File: config.mk
export PLATFORM = sky130hd
export DESIGN_NAME = mem_port_arbiter
export DESIGN_NICKNAME = d
export VERILOG_FILES = /design/src/rtl/mem_port_arbiter.sv
export SDC_FILE = /design/constraint.sdc
export NUM_CORES = 1
export LEC_CHECK = 0
export CAP_MARGIN = 20
export CORE_AREA = 2 2 117 119
export CTS_BUF_LIST = sky130_fd_sc_hd__clkbuf_8
export DETAILED_ROUTE_END_ITERATION = 12
export DIE_AREA = 0 0 119 121
export PLACE_DENSITY = 0.71
export REMOVE_ABC_BUFFERS = 1
export SLEW_MARGIN = 25
export SYNTH_ARGS = -nofsm -noshare
export SYNTH_HDL_FRONTEND = slang
export SYNTH_SLANG_ARGS = --single-unit
export TNS_END_PERCENT = 20
File: constraint.sdc
create_clock -name CLK -period 4.8 [get_ports CLK]
set_clock_uncertainty 0.2 [all_clocks]
set_input_delay 0.96 -clock CLK [delete_from_list [all_inputs] [get_ports CLK]]
set_output_delay 0.96 -clock CLK [all_outputs]
set_load 0.01 [all_outputs]
File: src/rtl/mem_port_arbiter.sv
// Two-port (CPU + debug/loader) arbiter in front of a single unified memory.
// Bounded-burst fairness under contention, registered read data with one-cycle latency.
module mem_port_arbiter #(
  parameter int AW        = 32,
  parameter int DW        = 32,
  parameter int MAX_BURST = 4
) (
  input  logic          CLK,
  input  logic          RST,
  input  logic          cpu_req,
  input  logic          cpu_we,
  input  logic [AW-1:0] cpu_addr,
  input  logic [DW-1:0] cpu_wdata,
  output logic          cpu_gnt,
  output logic          cpu_rvalid,
  output logic [DW-1:0] cpu_rdata,
  output logic          cpu_stall,
  input  logic          dbg_req,
  input  logic          dbg_we,
  input  logic [AW-1:0] dbg_addr,
  input  logic [DW-1:0] dbg_wdata,
  output logic          dbg_gnt,
  output logic          dbg_rvalid,
  output logic [DW-1:0] dbg_rdata,
  output logic          mem_WR,
  output logic [AW-1:0] mem_addr,
  output logic [DW-1:0] mem_Din,
  input  logic [DW-1:0] mem_Dout
);

  localparam logic [1:0] IDLE      = 2'd0;
  localparam logic [1:0] SERVE_CPU = 2'd1;
  localparam logic [1:0] SERVE_DBG = 2'd2;

  localparam logic LAST_CPU = 1'b0;
  localparam logic LAST_DBG = 1'b1;

  localparam logic [3:0] BURST_LAST = 4'(MAX_BURST - 1);

  logic [1:0]    state_reg, state_next;
  logic [3:0]    count_reg, count_next;
  logic          last_reg, last_next;
  logic          ready_reg;
  logic          cpu_rvalid_reg, dbg_rvalid_reg;
  logic [DW-1:0] cpu_rdata_reg, dbg_rdata_reg;

  logic          own_req, oth_req;
  logic [1:0]    oth_state;

  assign cpu_gnt    = (state_reg == SERVE_CPU) & cpu_req;
  assign dbg_gnt    = (state_reg == SERVE_DBG) & dbg_req;
  assign cpu_stall  = cpu_req & ~cpu_gnt;
  assign cpu_rvalid = cpu_rvalid_reg;
  assign dbg_rvalid = dbg_rvalid_reg;
  assign cpu_rdata  = cpu_rdata_reg;
  assign dbg_rdata  = dbg_rdata_reg;

  // Serving-port view of the request lines, so both SERVE states share one rule set.
  assign own_req   = (state_reg == SERVE_CPU) ? cpu_req : dbg_req;
  assign oth_req   = (state_reg == SERVE_CPU) ? dbg_req : cpu_req;
  assign oth_state = (state_reg == SERVE_CPU) ? SERVE_DBG : SERVE_CPU;

  always_comb begin
    state_next = state_reg;
    count_next = count_reg;
    last_next  = last_reg;
    if (cpu_gnt) last_next = LAST_CPU;
    if (dbg_gnt) last_next = LAST_DBG;
    case (state_reg)
      IDLE: begin
        count_next = '0;
        // ready_reg holds off the first grant until one full cycle after reset release.
        if (ready_reg) begin
          if (cpu_req && dbg_req)
            state_next = (last_reg == LAST_DBG) ? SERVE_CPU : SERVE_DBG;
          else if (cpu_req)
            state_next = SERVE_CPU;
          else if (dbg_req)
            state_next = SERVE_DBG;
        end
      end
      SERVE_CPU, SERVE_DBG: begin
        if (own_req && (!oth_req || (count_reg < BURST_LAST))) begin
          if (count_reg != 4'hF) count_next = count_reg + 4'd1;
        end else if (oth_req) begin
          state_next = oth_state;
          count_next = '0;
        end else begin
          state_next = IDLE;
          count_next = '0;
        end
      end
      default: begin
        state_next = IDLE;
        count_next = '0;
      end
    endcase
  end

  always_comb begin
    mem_WR   = 1'b0;
    mem_addr = '0;
    mem_Din  = '0;
    if (cpu_gnt) begin
      mem_WR   = cpu_we;
      mem_addr = cpu_addr;
      mem_Din  = cpu_wdata;
    end else if (dbg_gnt) begin
      mem_WR   = dbg_we;
      mem_addr = dbg_addr;
      mem_Din  = dbg_wdata;
    end
  end

  always_ff @(posedge CLK or negedge RST) begin
    if (!RST) begin
      state_reg      <= IDLE;
      count_reg      <= '0;
      last_reg       <= LAST_DBG;
      ready_reg      <= 1'b0;
      cpu_rvalid_reg <= 1'b0;
      dbg_rvalid_reg <= 1'b0;
      cpu_rdata_reg  <= '0;
      dbg_rdata_reg  <= '0;
    end else begin
      state_reg      <= state_next;
      count_reg      <= count_next;
      last_reg       <= last_next;
      ready_reg      <= 1'b1;
      cpu_rvalid_reg <= cpu_gnt & ~cpu_we;
      dbg_rvalid_reg <= dbg_gnt & ~dbg_we;
      if (cpu_gnt && !cpu_we) cpu_rdata_reg <= mem_Dout;
      if (dbg_gnt && !dbg_we) dbg_rdata_reg <= mem_Dout;
    end
  end

endmodule

==> results, run 1 <==
- The flow ran to the end, and the final reports show no timing, DRC or antenna violations.
- The simple-gate share of the synthesized area is about a quarter.
- The number of global-route vias before repair is slightly above 4000.
- The number of antenna violations at the first check in global routing is 0.
- The per-cell via count in the routed design is about 4.5.
- The number of instances in the synthesized netlist is 410.
- For met3 alone, demand over resource in global routing was 7.80%.
- The die outline width is approximately 120 um.
- The library cell with the largest summed area after synthesis is sky130_fd_sc_hd__dfrtp_1.
- Summed over all nets, the half-perimeter wirelength after detailed placement is about 12 mm.
- TritonCTS built the clock tree.
- The post-cts gate resize count is 0.
- The violation count after the first detailed-routing iteration is approximately 170.
- The utilization of the core after routing is between 50% and 60%.
- The number of routed nets with antenna violations is 0.
- The number of maximum-capacitance constraint violations is 0.
- After the last flow step, the layout net total stands at around 870.
- The footprint of the multi-input gates is 1610 um^2.
- After synthesis, the cell types taking the most area are sky130_fd_sc_hd__dfrtp_1 50%, sky130_fd_sc_hd__nand2_1 20%, sky130_fd_sc_hd__a22o_1 15%.
- The synthesized netlist devotes less than 1% of its cell area to XOR and XNOR gates.
- The floorplan die height is roughly 120 um.
- The proportion of synthesized area in mux cells is between 1 and 1.5%.
- The clock drives 74 sinks.
- Buffers added to address setup during post-CTS repair amount to 0.
- The tree is rooted in a sky130_fd_sc_hd__clkbuf_8.
- After clock tree synthesis, the clock-pin slew on the worst setup and hold paths is 0.08 ns.
- The sum of buffers and inverters on the critical path is 4.
- The cell repeated most along the worst path is sky130_fd_sc_hd__clkdlybuf4s50_1.
- The number of max-slew violations in the final report came to 0.
- The total of flip-flops plus latches after synthesis is 74.
- The share of the Yosys chip area taken by registers is about half.
- The starting density of the core is roughly 28%.
- The most numerous cell in the Yosys netlist is sky130_fd_sc_hd__nand2_1.
- The number of hold-repair buffers added at the cts stage is 0.
- Global routing finished with a remaining overflow of 0.
- For this run, the slowest stage of the critical path takes 0.57 ns.
- The largest fanout on the critical path is 64.
- The count of buffers added on input and output ports is roughly 300.
- Setup repair after global routing left no endpoint under its margin.
- The commonest cells after synthesis are 199 x sky130_fd_sc_hd__nand2_1, 73 x sky130_fd_sc_hd__dfrtp_1, 64 x sky130_fd_sc_hd__a22o_1.
- Of the post-synthesis cell area, the dominant cell type holds 50.0%.
- The first global-routing pass estimated ~23 mm of wire.
- The length of the first detailed-routing pass in iterations is 4.
- The post-synthesis adder-cell area fraction is 1.71%.
- The slowest cell on the critical path is sky130_fd_sc_hd__clkdlybuf4s50_1.
- The category of the most critical setup path is in2out.
- The synthesized-area fraction occupied by ao, oa, aoi and oai cells is 16.9%.
- The flip-flop cell with the highest count after synthesis is sky130_fd_sc_hd__dfrtp_1.
- Setup violations remaining at the end of the flow were counted as 0.
- Cells with a size suffix above 1 make up under 10% of the layout.
- The pin count of the biggest net entering global routing is between 70 and 80.
- The gate family responsible for the most delay along the worst path is buffers and inverters.
- By area, the combinational part of the netlist is dominated by simple AND/OR/NAND/NOR gates.
- The mean routed wirelength per cell is 17.1 um.
- The largest vdd supply drop is 297 uV.
- The critical path startpoint category is a primary input.
- Headroom to the max-slew limit came out at 55.8%.
- The number of antenna repair diodes is 0.
- The maximum clock rate is roughly 240 MHz.
- After global routing, the most crowded layer is met2.
- After floorplanning, the core was sized to cover ~13000 um^2.
- The overall power after layout is around 3.4 mW.
- For the finished layout, the period the worst path requires is roughly 4.1 ns.
- The netlist area before placement is between 3000 and 4000 um^2.
- The power density relative to cell area is around 500 nW/um^2.
- Yosys mapped the design onto 29 distinct sky130hd cell types.
- The overall die area is 14400 um^2.
- The leakage power total is between 3 and 4 nW.
- In this run the worst hold path is classified as reg2reg.
- The fraction of the cycle the final worst path needs is between 80% and 90%.
- The signal on the critical path passes through clkdlybuf4s50_1 > nand2_1 > inv_2 > nor2_4 > buf_12 > a22o_1 > clkdlybuf4s50_1.
- The synthesized area per cell is around 9 um^2.
- The fraction of registers with async set/reset is 100%.
- Routability-driven placement finished with a final weighted congestion of a little over 0.9.
- The later pin in the worst-skew pair is clocked with a latency of 0.34 ns.
- The number of filler instances in the final layout is about 1200.
- In this run the count of I/O pins placed on the die edge is 300.
- The routed design has between 15 and 20 mm of wire.
- The final count of hold timing violations was 0.
- The number of enable flip-flop cells after synthesis is 0.
- Relative to the synthesized area, the layout overhead comes to 90.5%.
- The sequential cells in the finished layout cover a total of approximately 1900 um^2.
- The global-route usage over all layers is about a fifth.
- After floorplanning, the core was divided into 42 placement rows.
- The met2 routing resource usage after global routing is between 30% and 40%.
- The longest clock path from root to sink contains 2 buffers.
- The data arrival time of the critical path is 2.98 ns.
- The H-tree generated during clock tree synthesis spans 3 levels.
- The element type at the critical path end is a primary output.
- After detailed routing, the number of remaining DRC violations is 0.
- In the final timing run, aggregate negative setup slack is 0 ns.
- The data required time of the worst path is 3.64 ns.
- The routed layout has between 3000 and 4000 vias.
- For the pin with the worst max-slew slack, the measured transition is 0.664 ns.
- The routing usage on met1 is 26.1%.
- Counting the buffers created by CTS gives 9.
- The number of warnings reported in the yosys synthesis log is 0.
power by group:
part	switching [mW]	internal (mW)	leakage [nW]	total, mW
logic	0.808	1.06	2.10	1.86
clock network	0.243	0.240	0.101	0.483
registers	0.165	0.915	0.931	1.08
total	1.22	2.21	3.13	3.43
path summary, 6_finish.rpt:
| kind | to | cells after the start | startpoint | slack [ns] |
|---|---|---|---|---|
| hold reg to reg | last_reg$_DFFE_PN1P_ | 2 | last_reg$_DFFE_PN1P_ | 0.27 |
| min in group asynchronous | cpu_rdata[9]$_DFFE_PN0P_ | 1 | RST | 0.43 |
| setup / recovery | mem_addr[9] | 7 | cpu_req | 0.66 |
| hold / removal | last_reg$_DFFE_PN1P_ | 2 | last_reg$_DFFE_PN1P_ | 0.27 |
| max in group asynchronous | count_reg[0]$_DFFE_PN0P_ | 1 | RST | 3.52 |
| setup reg to reg | cpu_rdata[17]$_DFFE_PN0P_ | 10 | state_reg[1]$_DFFE_PN0P_ | 2.45 |
routing by layer:
metal / part of all wire, % / up-vias
met5: 0 / -
met4: 0.84 / 0
met3: 9.2 / 13
met2: 46 / 179
met1: 44 / 1855
li1: - / 1933
kinds of logic (layout without fill, tap and decap cells):
family | count (synthesis) | after routing
buf+inv | 33 | 326
simple gates | 221 | 221
xor+xnor | 1 | 1
flops | 74 | 74
mux | 4 | 4
compound gates | 71 | 71
fa+ha+maj | 5 | 5
other cells | 1 | 1
through the flow:
step	instances	worst slack, ns	area, um^2	hold slack [ns]
final	879	0.664	6960	0.271
after global routing	879	0.560	6960	0.285
after CTS	879	0.682	6950	0.272
after detailed placement	863	0.692	6760	0.260
after global placement	863	0.716	6760	0.255
after floorplan	383	0.578	3480	0.244
worst register-to-register path, cell delays in order, from the launching register on:
cell and delay [ns]:
sky130_fd_sc_hd__dfrtp_1 0.42, sky130_fd_sc_hd__inv_1 0.10, sky130_fd_sc_hd__ha_1 0.28, sky130_fd_sc_hd__nand2_1 0.14, sky130_fd_sc_hd__inv_2 0.12, sky130_fd_sc_hd__buf_12 0.29, sky130_fd_sc_hd__nand2b_1 0.15, sky130_fd_sc_hd__inv_2 0.07
sky130_fd_sc_hd__buf_4 0.33, sky130_fd_sc_hd__nand2_1 0.14, sky130_fd_sc_hd__nand2_1 0.07
final cells by class:
class / count / area share, %
multi-input combinational: 303 / 23.2
inverter: 6 / 0.324
clock buffer: 9 / 1.78
clock inverter: 7 / 0.989
sequential: 74 / 26.6
tap: 176 / 3.16
timing repair buffer: 304 / 43.9
layout by cell type, fill, tap and decap left out, types with 2 or more instances in the layout:
| cell type | netlist | final |
|---|---|---|
| sky130_fd_sc_hd__nor2_1 | 4 | 4 |
| sky130_fd_sc_hd__a21oi_1 | 3 | 3 |
| sky130_fd_sc_hd__inv_1 | 3 | 4 |
| sky130_fd_sc_hd__clkdlybuf4s50_1 | 0 | 298 |
| sky130_fd_sc_hd__a22o_1 | 64 | 64 |
| sky130_fd_sc_hd__nor2b_1 | 3 | 3 |
| sky130_fd_sc_hd__mux2_1 | 2 | 2 |
| sky130_fd_sc_hd__o21ai_0 | 2 | 2 |
| sky130_fd_sc_hd__inv_2 | 3 | 3 |
| sky130_fd_sc_hd__nor3_1 | 3 | 3 |
| sky130_fd_sc_hd__clkbuf_8 | 0 | 9 |
| sky130_fd_sc_hd__nand2_1 | 199 | 199 |
| sky130_fd_sc_hd__dfrtp_1 | 73 | 73 |
| sky130_fd_sc_hd__mux2i_1 | 2 | 2 |
| sky130_fd_sc_hd__buf_12 | 0 | 2 |
| sky130_fd_sc_hd__buf_4 | 1 | 3 |
| sky130_fd_sc_hd__clkinv_2 | 0 | 2 |
| sky130_fd_sc_hd__nand3_1 | 2 | 2 |
| sky130_fd_sc_hd__ha_1 | 5 | 5 |
| sky130_fd_sc_hd__nor3b_1 | 2 | 2 |
| sky130_fd_sc_hd__nand2b_1 | 4 | 4 |
| sky130_fd_sc_hd__inv_6 | 0 | 2 |
No activity file was read; power rests on OpenSTA's default activity.
==> run 2: changes to the inputs <==
SKIP_CTS_REPAIR_TIMING = 1   (was unset)
==> results of run 2 <==
Same layout as run 1: the final DEF is identical, and so are final timing and power.
